===== src/rtl/mem_arb_pkg.sv =====
// Shared types and constants for the two-port memory arbiter.
// Round-robin tie-breaking is enabled by defining MEM_ARB_RR_EN.
package mem_arb_pkg;

    typedef enum logic [1:0] {
        IDLE = 2'b00,
        BUSY = 2'b01,
        RESP = 2'b10
    } arb_state_e;

    typedef enum logic {
        PORT_IF = 1'b0,
        PORT_DM = 1'b1
    } port_id_e;

    localparam int unsigned MEM_LAT_DEFAULT = 4;
    localparam int unsigned LAT_CNT_W       = 4;

    // prefer_if breaks a tie towards fetch; tied low, data always wins.
    function automatic port_id_e pick_port(
        input logic if_req,
        input logic dm_req,
        input logic prefer_if
    );
        if (dm_req && !(if_req && prefer_if)) begin
            return PORT_DM;
        end
        return PORT_IF;
    endfunction

endpackage


===== src/rtl/mem_arb_lat_cnt.sv =====
// Memory latency down-counter: loadable, decrementing, with a zero flag.
module mem_arb_lat_cnt
    import mem_arb_pkg::*;
#(
    parameter int unsigned W = LAT_CNT_W
) (
    input  logic         clk,
    input  logic         rst_n,
    input  logic         load,
    input  logic [W-1:0] load_val,
    input  logic         dec,
    output logic         zero
);

    logic [W-1:0] cnt;

    always_ff @(posedge clk or negedge rst_n) begin
        if (!rst_n) begin
            cnt <= '0;
        end else if (load) begin
            cnt <= load_val;
        end else if (dec && (cnt != '0)) begin
            cnt <= cnt - 1'b1;
        end
    end

    always_comb begin
        zero = (cnt == '0);
    end

endmodule


===== src/rtl/mem_arbiter.sv =====
// Arbiter sharing one single-port memory between instruction fetch and data
// access. Define MEM_ARB_RR_EN for round-robin ties; default is fixed dm priority.
module mem_arbiter
    import mem_arb_pkg::*;
#(
    parameter int unsigned MEM_LAT = MEM_LAT_DEFAULT,
    parameter int unsigned AW      = 16,
    parameter int unsigned DW      = 16
) (
    input  logic          clk,
    input  logic          rst_n,
    input  logic          if_req,
    input  logic [AW-1:0] if_addr,
    output logic [DW-1:0] if_rdata,
    output logic          if_ready,
    input  logic          dm_req,
    input  logic          dm_wr,
    input  logic [AW-1:0] dm_addr,
    input  logic [DW-1:0] dm_wdata,
    output logic [DW-1:0] dm_rdata,
    output logic          dm_ready,
    output logic          mem_en,
    output logic          mem_wr,
    output logic [AW-1:0] mem_addr,
    output logic [DW-1:0] mem_wdata,
    input  logic [DW-1:0] mem_rdata,
    output logic          busy
);

    arb_state_e state;
    port_id_e   grant_port;
    port_id_e   win_port;
    logic       any_req;
    logic       lat_load;
    logic       lat_dec;
    logic       lat_zero;

`ifdef MEM_ARB_RR_EN
    logic       last_dm;
`endif

    always_comb begin
        any_req = if_req | dm_req;
`ifdef MEM_ARB_RR_EN
        win_port = pick_port(if_req, dm_req, last_dm);
`else
        win_port = pick_port(if_req, dm_req, 1'b0);
`endif
        lat_load = (state == IDLE) && any_req;
        lat_dec  = (state == BUSY) && !lat_zero;
    end

    mem_arb_lat_cnt #(
        .W (LAT_CNT_W)
    ) u_lat_cnt (
        .clk      (clk),
        .rst_n    (rst_n),
        .load     (lat_load),
        .load_val (LAT_CNT_W'(MEM_LAT - 1)),
        .dec      (lat_dec),
        .zero     (lat_zero)
    );

    // mem_addr/mem_wdata double as the granted-request registers; mem_wr is
    // only ever set for a dm write and is cleared when BUSY ends.
    always_ff @(posedge clk or negedge rst_n) begin
        if (!rst_n) begin
            state      <= IDLE;
            grant_port <= PORT_IF;
            mem_en     <= 1'b0;
            mem_wr     <= 1'b0;
            mem_addr   <= '0;
            mem_wdata  <= '0;
            if_rdata   <= '0;
            dm_rdata   <= '0;
            if_ready   <= 1'b0;
            dm_ready   <= 1'b0;
            busy       <= 1'b0;
`ifdef MEM_ARB_RR_EN
            last_dm    <= 1'b0;
`endif
        end else begin
            if_ready <= 1'b0;
            dm_ready <= 1'b0;
            case (state)
                IDLE: begin
                    if (any_req) begin
                        grant_port <= win_port;
                        mem_en     <= 1'b1;
                        busy       <= 1'b1;
                        state      <= BUSY;
                        if (win_port == PORT_DM) begin
                            mem_addr  <= dm_addr;
                            mem_wdata <= dm_wdata;
                            mem_wr    <= dm_wr;
                        end else begin
                            mem_addr  <= if_addr;
                            mem_wdata <= '0;
                            mem_wr    <= 1'b0;
                        end
`ifdef MEM_ARB_RR_EN
                        last_dm <= (win_port == PORT_DM);
`endif
                    end
                end
                BUSY: begin
                    if (lat_zero) begin
                        if (!mem_wr) begin
                            if (grant_port == PORT_DM) begin
                                dm_rdata <= mem_rdata;
                            end else begin
                                if_rdata <= mem_rdata;
                            end
                        end
                        if_ready <= (grant_port == PORT_IF);
                        dm_ready <= (grant_port == PORT_DM);
                        mem_en   <= 1'b0;
                        mem_wr   <= 1'b0;
                        state    <= RESP;
                    end
                end
                RESP: begin
                    busy  <= 1'b0;
                    state <= IDLE;
                end
                default: begin
                    mem_en <= 1'b0;
                    mem_wr <= 1'b0;
                    busy   <= 1'b0;
                    state  <= IDLE;
                end
            endcase
        end
    end

endmodule


===== config.mk =====
export PLATFORM = sky130hd
export DESIGN_NAME = mem_arbiter
export DESIGN_NICKNAME = d
export VERILOG_FILES = /design/src/rtl/mem_arb_pkg.sv /design/src/rtl/mem_arb_lat_cnt.sv /design/src/rtl/mem_arbiter.sv
export SDC_FILE = /design/constraint.sdc
export NUM_CORES = 1
export LEC_CHECK = 0
export BUFFER_PORTS_ARGS = -buffer_cell sky130_fd_sc_hd__buf_2
export CELL_PAD_IN_SITES_DETAIL_PLACEMENT = 0
export CELL_PAD_IN_SITES_GLOBAL_PLACEMENT = 1
export CORE_ASPECT_RATIO = 0.9
export CORE_MARGIN = 5
export CORE_UTILIZATION = 33
export CTS_CLUSTER_DIAMETER = 60
export DETAILED_ROUTE_END_ITERATION = 16
export PLACE_DENSITY = 0.83
export SYNTH_ARGS = -nofsm -noshare
export SYNTH_HDL_FRONTEND = slang
export SYNTH_HIERARCHICAL = 1
export SYNTH_SLANG_ARGS = --single-unit

===== constraint.sdc =====
create_clock -name clk -period 2.1 [get_ports clk]
set_input_delay 0.21 -clock clk [delete_from_list [all_inputs] [get_ports clk]]
set_output_delay 0.21 -clock clk [all_outputs]
set_load 0.03 [all_outputs]

==> impl_results.md, run 1 <==
- Fin crit share: 95.3%
- Chip Height: 103 microns
- Clock Latency Late Sink: 0.35 ns
- Area growth syn-to-layout: 35.4%
- Type of destination of the critical path: flop
- # setup viols final: 0
- CP Buf/Inv Count: 2
- Clk sink count: 76
- TNS Setup: 0 ns
- R2R Path Start: u_lat_cnt/cnt[1]
- Slew Limit Fails: 0
- Hold Crit Depth: 2
- Register-to-Register Path Depth: 7
- Dpl hpwl: 5.50 mm
- Worst VDD drop: 0.879 mV
- Yosys reg bits: 76
- Synthesis Warnings: 6
- Critical path, cell by cell: inv_1, ha_2, nor3b_4, nand3b_4, or3b_4, buf_12, mux2_4
- Yosys cell types: 33
- Row cnt: 34
- Die area: 11700 sq um
- Final nets: 430
- Post-synthesis async set-or-reset flop share: 100%
- Worst-margin pin slew: 0.601 ns
- Synth Area in Adders: 0.393%
- Compound-Gate Fraction of Synth Area: 7.40%
- Outcome: completed
- Leak: 0.00217 uW
- EDFF count, synth: 0
- Mux share of post-synthesis cell area: 23.8%
- Die width: 113 microns
- DRC Markers: 0
- Initial antenna violation count: 0
- Slowest cell on crit path: dfrtp_1
- Cells after Synth: 212
- CTS Root Cell: clkbuf_8
- DR iter-0 viols: 107
- Total power: 7590 uW
- Overflow after GRT: 0
- Setup Crit Path Kind: flop to flop
- Cell Pwr Density: 1760 nW/um^2
- Min-Delay Path Class: input port to flop
- Post-Syn Area: 3180 sq um
- Vias in the first global route: 2405
- XOR/XNOR Fraction of Synth Area: 0%
- Hold Path End: mem_wdata[0]
- CTS buffer count: 9
- Post-Route Skew: 0.00665 ns
- RSZ-0062 raised after global routing: no
- Tmin final: 2.00 ns
- Simple-Gate Fraction of Synth Area: 5.11%
- Vias per Instance: 4.56
- Routed vias: 2238
- Final Wtd Congestion: 0.727
- H-tree Lvls: 3
- ANT cells: 0
- CTS tree: yes
- Top_reg_cell synth: dfrtp_1
- GRT Overall Usage: 13.2%
- Crit path largest cell delay: 0.41 ns
- Peak Freq: 0.499 GHz
- Antenna Nets Post-Route: 0
- Data arrival, critical path: 2.23 ns
- Worst hold path startpoint: dm_wdata[0]
- CP startpoint kind: flop
- Max cap viols: 0
- Post-layout util: 45.2%
- Syn_area_per_cell: 15.0 sq um
- Req. time, crit path: 2.33 ns
- Largest net degree at the start of global routing: 47
- Pre-antenna DRT Iters: 4
- CTS max path bufs: 2
- Top delay family on crit path: simple AND/OR/NAND/NOR gates
- Fin Hold WS: 0.0803 ns
- IO Port Bufs: 137
- Reg2reg setup slack: 0.1 ns
- Relative slew slack: 59.9%
- Worst-path clk slew: 0.08 ns
- Routed WL: 7.39 mm
- First-pass GRT wire length: 12.1 mm
- Seq/Total Area, Yosys: 59.8%
- Worst R2R End: dm_rdata[9]
- Starting Density: 33.4%
- Total core area: 9530 sq um
- Ports: 138
- Layout cells sized above 1: 63.8%
- CP Max Fanout: 16
- Drt wl/cell: 15.0 microns
- Main combinational cell family by area after synthesis: multiplexers
- Hold Fails Final Rpt: 0
[flip-flops by register name (all words and copies together), names as in the netlist, 2 cells and up]
register,count
mem_wdata,16
dm_rdata,16
if_rdata,16
mem_addr,16
state,2
u_lat_cnt/cnt,4
[power breakdown]
part | switching [uW] | internal [uW]
Sequential | 422 | 2200
Clock | 548 | 702
Combinational | 2270 | 1450
[cell families after synthesis]
group | Yosys count
and+or+nand+nor | 23
muxes | 64
DFF | 76
AOI/OAI and AO/OA | 29
other | 2
adders and majority gates | 1
buffers and inverters | 17
[layout by cell type (no fill, tap or decap), types with 2 or more instances in the layout]
| cell | n |
|---|---|
| a22o_1 | 16 |
| bufinv_16 | 2 |
| and2_1 | 2 |
| buf_2 | 136 |
| buf_4 | 6 |
| nand2_1 | 6 |
| mux2_4 | 10 |
| dfrtp_1 | 76 |
| mux2_2 | 54 |
| inv_1 | 6 |
| nor2_1 | 3 |
| clkinv_2 | 2 |
| or2b_1 | 2 |
| o21ai_0 | 5 |
| conb_1 | 4 |
| nor3_1 | 2 |
| clkinv_4 | 2 |
| buf_12 | 3 |
| clkbuf_8 | 10 |
[final cells by class]
type / instances / area (sq um)
fillers: 896 / 5220
flip-flops and latches: 76 / 1900
multi-input cells: 121 / 1200
repair buffers: 146 / 796
well taps: 126 / 158
clock buffers: 10 / 138
clock inverters: 6 / 87.6
inverters: 6 / 22.5
[routing by layer]
layer  vias to the layer above  global-route usage [%]  routed length [microns]
met1                      1098                    15.7                     3100
li1                       1050                       -                        -
met3                         6                    6.40                      704
met4                         0                    3.60                       51
met5                         -                       0                        0
met2                        84                    21.5                     3530
[worst max-delay path by stage]
stage	startpoint	endpoint	slack, ns	cells after the start
5_1_grt	u_lat_cnt/cnt[1]	dm_rdata[9]	0.004	7
4_1_cts	u_lat_cnt/cnt[0]	dm_rdata[9]	0.06	7
3_3_place_gp	u_lat_cnt/cnt[0]	dm_rdata[6]	0.12	7
3_5_place_dp	u_lat_cnt/cnt[0]	dm_rdata[13]	0.08	7
6_report	u_lat_cnt/cnt[1]	dm_rdata[9]	0.1	7
2_1_floorplan	u_lat_cnt/cnt[0]	if_rdata[0]	-0.03	7
[per-stage QoR]
stage / cell area [sq um] / std cells / setup WS, ns
after floorplan: 3200 / 214 / -0.0299
after global placement: 4060 / 473 / 0.116
after detailed placement: 4060 / 473 / 0.0750
after CTS: 4300 / 490 / 0.0577
after global routing: 4310 / 491 / 0.00407
final: 4310 / 491 / 0.0978
[repair_timing]
item	in CTS	in global routing
hold endpoints to repair	45	0
resized for setup	0	1
endpoints found under the setup margin	0	14
hold buffers	1	0
setup buffers	0	1
[synthesized netlist by cell type, types with 2 or more instances]
| library cell | n | share of area (%) |
|---|---|---|
| dfrtp_1 | 76 | 60 |
| mux2_2 | 54 | 19 |
| a22o_1 | 16 | 4.4 |
| mux2_4 | 10 | 4.7 |
| buf_2 | 6 | 0.94 |
| inv_1 | 6 | 0.71 |
| nand2_1 | 6 | 0.71 |
| o21ai_0 | 5 | 0.79 |
| nor2_1 | 3 | 0.35 |
| and2_1 | 2 | 0.39 |
| buf_6 | 2 | 0.71 |
| clkbuf_1 | 2 | 0.24 |
| conb_1 | 2 | 0.24 |
| nor3_1 | 2 | 0.31 |
| or2b_1 | 2 | 0.47 |
Note: power is estimated with default switching activity, not from simulation.
==> run 2, diff against run 1 <==
--- a/config.mk
+++ b/config.mk
@@ -9,11 +9,11 @@
 export CELL_PAD_IN_SITES_DETAIL_PLACEMENT = 0
 export CELL_PAD_IN_SITES_GLOBAL_PLACEMENT = 1
 export CORE_ASPECT_RATIO = 0.9
-export CORE_MARGIN = 5
 export CORE_UTILIZATION = 33
 export CTS_CLUSTER_DIAMETER = 60
 export DETAILED_ROUTE_END_ITERATION = 16
 export PLACE_DENSITY = 0.83
+export RECOVER_POWER = 25
 export SYNTH_ARGS = -nofsm -noshare
 export SYNTH_HDL_FRONTEND = slang
 export SYNTH_HIERARCHICAL = 1
==> constraint.sdc (replaced) <==
create_clock -name clk -period 2.1 [get_ports clk]
set_input_delay 0.21 -clock clk [delete_from_list [all_inputs] [get_ports clk]]
set_output_delay 0.21 -clock clk [all_outputs]
set_load 0.02 [all_outputs]
==> run 2 against run 1 <==
  * Clock skew increased by 0.0057 ns
  * Via count decreased by 0.49%
  * Die area decreased by 14%
  * Maximum frequency increased by 0.79%
  * Largest cell class unchanged
  * Power decreased by 10%
  * First-iteration DRC count decreased by 30%
  * Sequential cell count unchanged
  * Critical path depth unchanged
  * Sequential power about the same
==> impl_results.md, run 2 (synthesized netlist as in run 1, its figures left out) <==
- Outcome: completed
- Worst-margin pin slew: 0.911 ns (+0.310 ns)
- Req. time, crit path: 2.33 ns (about the same)
- Area after DPL: 4060 sq um (-0.12%)
- Top Usage Layer GRT: met2
- Sw frac: 40.1% (-2.6 points)
- CTS buffer count: 9 (unchanged)
- Routed WL: 6.74 mm (-8.8%)
- Antenna Nets Post-Route: 0 (unchanged)
- Overflow after GRT: 0 (unchanged)
- Final Cell Area: 4240 sq um (-1.4%)
- Global routing usage on met1: 18.3% (+2.6 points)
- Relative slew slack: 39.3% (-21 points)
- Met2 GRT Util: 22.2% (+0.70 points)
- Data arrival, critical path: 2.21 ns (-0.02 ns)
- Initial antenna violation count: 0 (unchanged)
- Top delay family on crit path: simple AND/OR/NAND/NOR gates
- CTS max path bufs: 2 (unchanged)
- Area growth syn-to-layout: 33.4%
- First-pass GRT wire length: 11.0 mm (-8.9%)
- Commonest non-fill, non-tap cell in the layout: buf_2
- GRT Overall Usage: 14.2% (+0.97 points)
- Sequential share of power: 38.4% (+3.9 points)
- Min-Delay Path Class: input port to flop
- DR iter-0 viols: 75 (-30%)
- ANT cells: 0 (unchanged)
- Total core area: 9250 sq um (-2.9%)
- CP startpoint kind: flop
- Hold Fails Final Rpt: 0 (unchanged)
- Dpl hpwl: 4.87 mm (-11%)
- RSZ-0062 raised after global routing: no
- Met3 GRT Util: 5.60% (-0.79 points)
- Clock power frac: 15.0% (-1.5 points)
- Die width: 105 microns (-7.0%)
- Tmin final: 1.99 ns (-0.0157 ns)
- Worst VDD drop: 0.564 mV (-36%)
- CP Buf/Inv Count: 2 (unchanged)
- Max cap viols: 0 (unchanged)
- Setup Crit Path Kind: flop to flop
- Chip Height: 95.1 microns (-7.8%)
- Final Wtd Congestion: 0.759 (+4.4%)
- Vias per Instance: 4.58 (+0.53%)
- Clk sink count: 76 (unchanged)
- Leak: 0.00213 uW (-1.9%)
- Die area: 10000 sq um (-14%)
- Routed vias: 2227 (-0.49%)
- Crit path largest cell delay: 0.42 ns (about the same)
- Layout cells sized above 1: 63.7% (-0.099 points)
- Post-Route Skew: 0.0124 ns (+0.00573 ns)
- Final worst setup slack: 0.113 ns (+0.0157 ns)
- Worst-path clk slew: 0.09 ns (about the same)
- Ports: 138 (unchanged)
- Cell Pwr Density: 1610 nW/um^2 (-8.7%)
- DRC Markers: 0 (unchanged)
- CTS Root Cell: clkbuf_8
- CP Max Fanout: 16 (unchanged)
- Psw: 2740 uW (-15%)
- CTS tree: yes
- Int Power: 4090 uW (-6.0%)
- Row cnt: 33 (-2.9%)
- Slew Limit Fails: 0 (unchanged)
- Starting Density: 34.4% (+1.0 points)
- Critical path, cell by cell: inv_1, ha_4, nor3b_4, nand3b_4, or3b_4, buf_12, mux2_4
- Fin crit share: 94.6% (-0.75 points)
- Type of destination of the critical path: flop
- Final nets: 429 (-0.23%)
- Worst slack, placed: 0.0768 ns (+0.00177 ns)
- Vias in the first global route: 2258 (-6.1%)
- Largest net degree at the start of global routing: 42 (-11%)
- Commonest non-fill, non-tap cells in the layout: 136 x buf_2, 76 x dfrtp_1, 54 x mux2_2
- Pre-antenna DRT Iters: 3 (-1)
- Slowest cell on crit path: dfrtp_1
- Peak Freq: 0.503 GHz (+0.79%)
- # setup viols final: 0 (unchanged)
- Drt wl/cell: 13.9 microns (-7.8%)
- H-tree Lvls: 3 (unchanged)
- Gate power share: 46.5% (-2.5 points)
- IO Port Bufs: 137 (unchanged)
- Clock Latency Late Sink: 0.34 ns (about the same)
[run 2: cell types whose count changed in the layout (fill, tap and decap cells not counted), sizes merged]
| cell | previous run | this run |
|---|---|---|
| buf | 145 | 142 |
| clkinv | 4 | 1 |
| clkinvlp | 0 | 3 |
| inv | 6 | 9 |
| bufinv | 2 | 0 |
| clkbuf | 10 | 11 |
[run 2: path summary, 6_finish.rpt]
path	start	to	slack [ns]	cells after the start
setup / recovery	u_lat_cnt/cnt[0]	dm_rdata[10]	0.11	7
hold / removal	dm_wdata[3]	mem_wdata[3]	0.07	2
setup reg to reg	u_lat_cnt/cnt[0]	dm_rdata[10]	0.11	7
hold reg to reg	mem_en	mem_en	0.49	2
max in group asynchronous	rst_n	mem_addr[13]	0.40	3
min in group asynchronous	rst_n	if_rdata[6]	0.52	2
[run 2: per-stage QoR]
stage,TNS [ns],util (%),power [uW],cells,hold WS (ns)
2_1_floorplan,-0.454,-,4770,214,-0.0856
3_3_place_gp,0,43.8,5770,469,0.196
3_5_place_dp,0,43.8,5850,469,0.205
4_1_cts,0,45.9,6910,486,0.0525
5_1_grt,0,45.9,7290,486,0.0543
6_report,0,45.9,6830,486,0.0745
[run 2: what timing repair did]
item,CTS,global route
setup endpoints to repair,0,16
gates resized for setup,0,2
buffers inserted,0,0
endpoints found under the hold margin,35,0
hold buffers,1,0
[run 2: power groups by stage]
stage | registers, uW | clock network, uW | logic [uW]
after global placement | 2620 | 0 | 3150
final | 2630 | 1030 | 3180
after detailed placement | 2650 | 0 | 3200
after CTS | 2630 | 1070 | 3200
after global routing | 2720 | 1140 | 3420
after floorplan | 3430 | 0 | 1340
[run 2: layout make-up]
| cell class | count | area (sq um) |
|---|---|---|
| fillers | 862 | 5000 |
| flip-flops and latches | 76 | 1900 |
| inverters | 6 | 22.5 |
| well taps | 122 | 153 |
| clock buffers | 9 | 124 |
| repair buffers | 145 | 773 |
| clock inverters | 7 | 57.6 |
| multi-input cells | 121 | 1210 |
[run 2: metal layers]
layer	wire length, microns	share of wire [%]
met1	3000	45
met2	3210	48
met3	455	6.8
met4	74	1.1
met5	0	0
==> run 3, diff against run 2 <==
--- a/config.mk
+++ b/config.mk
@@ -9,10 +9,11 @@
 export CELL_PAD_IN_SITES_DETAIL_PLACEMENT = 0
 export CELL_PAD_IN_SITES_GLOBAL_PLACEMENT = 1
 export CORE_ASPECT_RATIO = 0.9
-export CORE_UTILIZATION = 33
+export CORE_UTILIZATION = 35
+export CTS_BUF_LIST = sky130_fd_sc_hd__clkbuf_4
 export CTS_CLUSTER_DIAMETER = 60
 export DETAILED_ROUTE_END_ITERATION = 16
-export PLACE_DENSITY = 0.83
+export PLACE_DENSITY = 0.84
 export RECOVER_POWER = 25
 export SYNTH_ARGS = -nofsm -noshare
 export SYNTH_HDL_FRONTEND = slang
==> constraint.sdc (replaced) <==
create_clock -name clk -period 2.11 [get_ports clk]
set_input_delay 0.211 -clock clk [delete_from_list [all_inputs] [get_ports clk]]
set_output_delay 0.211 -clock clk [all_outputs]
set_load 0.02 [all_outputs]
==> run 3 against run 2 <==
  * Non-clock buffer count grew 29
  * Combinational power increased by 2%
  * Clock power shrank 24%
  * Critical path depth is the same
  * Sequential power about the same
  * Global-route usage rose by 1.3 points
  * Hold slack got worse by 0.043 ns
  * Wire length is 7.4% higher
  * Highest routed layer is now met5
==> impl_results.md, run 3 (synthesized netlist as in run 1, its figures left out) <==
- Routed WL: 7.24 mm (+7.4%)
- Placed insts: 468 (-0.21%)
- Clock power frac: 11.8% (-3.2 points)
- H-tree Lvls: 3 (unchanged)
- Leak: 0.00222 uW (+4.5%)
- Final Cell Area: 4420 sq um (+4.1%)
- Area growth syn-to-layout: 38.9%
- Hold Crit Depth: 2 (unchanged)
- CP Max Fanout: 9 (-7)
- Min-Delay Path Class: input port to flop
- Ports: 138 (unchanged)
- Initial antenna violation count: 1 (+1)
- DR iter-0 viols: 87 (+16%)
- Peak Freq: 0.497 GHz (-1.4%)
- GRT Overall Usage: 15.5% (+1.3 points)
- Sequential share of power: 39.3% (+0.9 points)
- Pre-antenna DRT Iters: 4 (+1)
- Largest net degree at the start of global routing: 43 (+2.4%)
- Final Instance Count excl. Fillers: 512 (+5.3%)
- Total core area: 8690 sq um (-6.1%)
- Data arrival, critical path: 2.33 ns (+0.12 ns)
- Final Wtd Congestion: 0.728 (-4.2%)
- Psw: 2720 uW (-0.80%)
- Area after DPL: 4030 sq um (-0.52%)
- CP startpoint kind: flop
- Drt wl/cell: 14.1 microns (+1.9%)
- Tmin final: 2.01 ns (+0.0272 ns)
- Outcome: completed
- Antenna Nets Post-Route: 0 (unchanged)
- Sw frac: 41.0% (+0.83 points)
- Worst VDD drop: 0.593 mV (+5.2%)
- CTS Root Cell: clkbuf_4
- Clock Latency Late Sink: 0.42 ns (+0.08 ns)
- Routed vias: 2366 (+6.2%)
- Row cnt: 32 (-3.0%)
- Worst-margin pin slew: 0.865 ns (-0.0462 ns)
- Setup Crit Path Kind: flop to flop
- Register-to-Register Path Depth: 7 (unchanged)
- Relative slew slack: 42.3% (+3.1 points)
- Die area: 9470 sq um (-5.6%)
- RSZ-0062 raised after global routing: no
- Cell Pwr Density: 1500 nW/um^2 (-6.6%)
- IO Port Bufs: 137 (unchanged)
- CTS buffer count: 9 (unchanged)
- Hold Fails Final Rpt: 0 (unchanged)
- Chip Height: 92.4 microns (-2.8%)
- Fin Hold WS: 0.0317 ns (-0.0428 ns)
- Max cap viols: 0 (unchanged)
- Gate power share: 48.9% (+2.4 points)
- Worst-path clk slew: 0.13 ns (+0.04 ns)
- Clk sink count: 76 (unchanged)
- Commonest non-fill, non-tap cell in the layout: buf_2
- Vias in the first global route: 2343 (+3.8%)
- R2R Path Start: u_lat_cnt/cnt[0]
- Starting Density: 36.6% (+2.2 points)
- # setup viols final: 0 (unchanged)
- ANT cells: 0 (unchanged)
- Worst R2R End: dm_rdata[14]
- Worst hold path startpoint: dm_wdata[3]
- First-pass GRT wire length: 11.1 mm (+1.1%)
- Reg2reg setup slack: 0.1 ns (-0.02 ns)
- DRC Markers: 0 (unchanged)
- Final nets: 458 (+6.8%)
- Type of destination of the critical path: flop
- Slew Limit Fails: 0 (unchanged)
- Post-Route Skew: 0.00980 ns (-0.00258 ns)
- Overflow after GRT: 0 (unchanged)
- Hold Path End: mem_wdata[3]
- CTS tree: yes
- Vias per Instance: 4.62 (+0.85%)
- Layout cells sized above 1: 60.1% (-3.7 points)
- Commonest non-fill, non-tap cells in the layout: 136 x buf_2, 76 x dfrtp_1, 54 x mux2_2
- CTS max path bufs: 2 (unchanged)
- Die width: 102 microns (-2.8%)
- Int Power: 3920 uW (-4.1%)
- Req. time, crit path: 2.43 ns (+0.10 ns)
- Dpl hpwl: 5.12 mm (+5.0%)
- Fin crit share: 95.4% (+0.84 points)
run 3: cell count changes in the layout (fill, tap and decap cells not counted), moves of 2 or more:
cell / previous run / this run
dlygate4sd3_1: 1 / 25
clkbuf_8: 9 / 0
clkinvlp_4: 3 / 1
buf_12: 2 / 0
buf_4: 4 / 10
clkbuf_4: 1 / 10
run 3: layer usage:
layer | global-route usage (%) | vias up | share of wire, %
li1 | - | 1103 | -
met1 | 18.9 | 1173 | 42
met2 | 25.8 | 83 | 52
met3 | 5.81 | 5 | 5.3
met4 | 3.57 | 2 | 0.25
met5 | 0 | - | 0.18
run 3: worst max path at each step:
| stage | from | endpoint | slack, ns |
|---|---|---|---|
| 4_1_cts | u_lat_cnt/cnt[0] | dm_rdata[9] | 0.04 |
| 2_1_floorplan | u_lat_cnt/cnt[0] | if_rdata[0] | -0.02 |
| 6_report | u_lat_cnt/cnt[0] | dm_rdata[14] | 0.1 |
| 5_1_grt | u_lat_cnt/cnt[0] | dm_rdata[0] | 0.00008 |
| 3_5_place_dp | u_lat_cnt/cnt[0] | dm_rdata[14] | 0.06 |
| 3_3_place_gp | u_lat_cnt/cnt[0] | dm_rdata[11] | 0.13 |
run 3: cell type report:
type / instances / area [sq um]
clock buffers: 9 / 67.6
well taps: 119 / 149
inverters: 6 / 22.5
fillers: 781 / 4270
clock inverters: 7 / 51.3
flip-flops and latches: 76 / 1900
multi-input cells: 121 / 1190
repair buffers: 174 / 1030
run 3: stage by stage:
stage / total power, uW / setup WS, ns / utilization (%) / setup TNS [ns]
final: 6640 / 0.0962 / 50.8 / 0
after global routing: 7080 / 0.0000766 / 50.8 / 0
after CTS: 6640 / 0.0354 / 49.5 / 0
after detailed placement: 5810 / 0.0636 / 46.4 / 0
after global placement: 5720 / 0.132 / 46.4 / 0
after floorplan: 4750 / -0.0199 / - / -0.254
run 3: worst max-delay path, cell delays in order, from the launching register on:
cell and delay [ns]:
dfrtp_1 0.42, inv_1 0.07, ha_2 0.19, nor3b_4 0.24, nand3b_4 0.11, or3b_4 0.39, buf_4 0.19, mux2_4 0.30
run 3: timing repair:
action | CTS | global route
hold buffers | 15 | 10
gates resized for setup | 0 | 2
buffers inserted | 0 | 3
hold endpoints to repair | 48 | 15
setup endpoints to repair | 0 | 16
run 3: power groups by stage:
stage / clock, uW / combinational [uW] / sequential (uW)
final: 784 / 3250 / 2610
after detailed placement: 0 / 3180 / 2640
after CTS: 828 / 3190 / 2620
after global routing: 891 / 3490 / 2690
after global placement: 0 / 3110 / 2620
after floorplan: 0 / 1330 / 3420
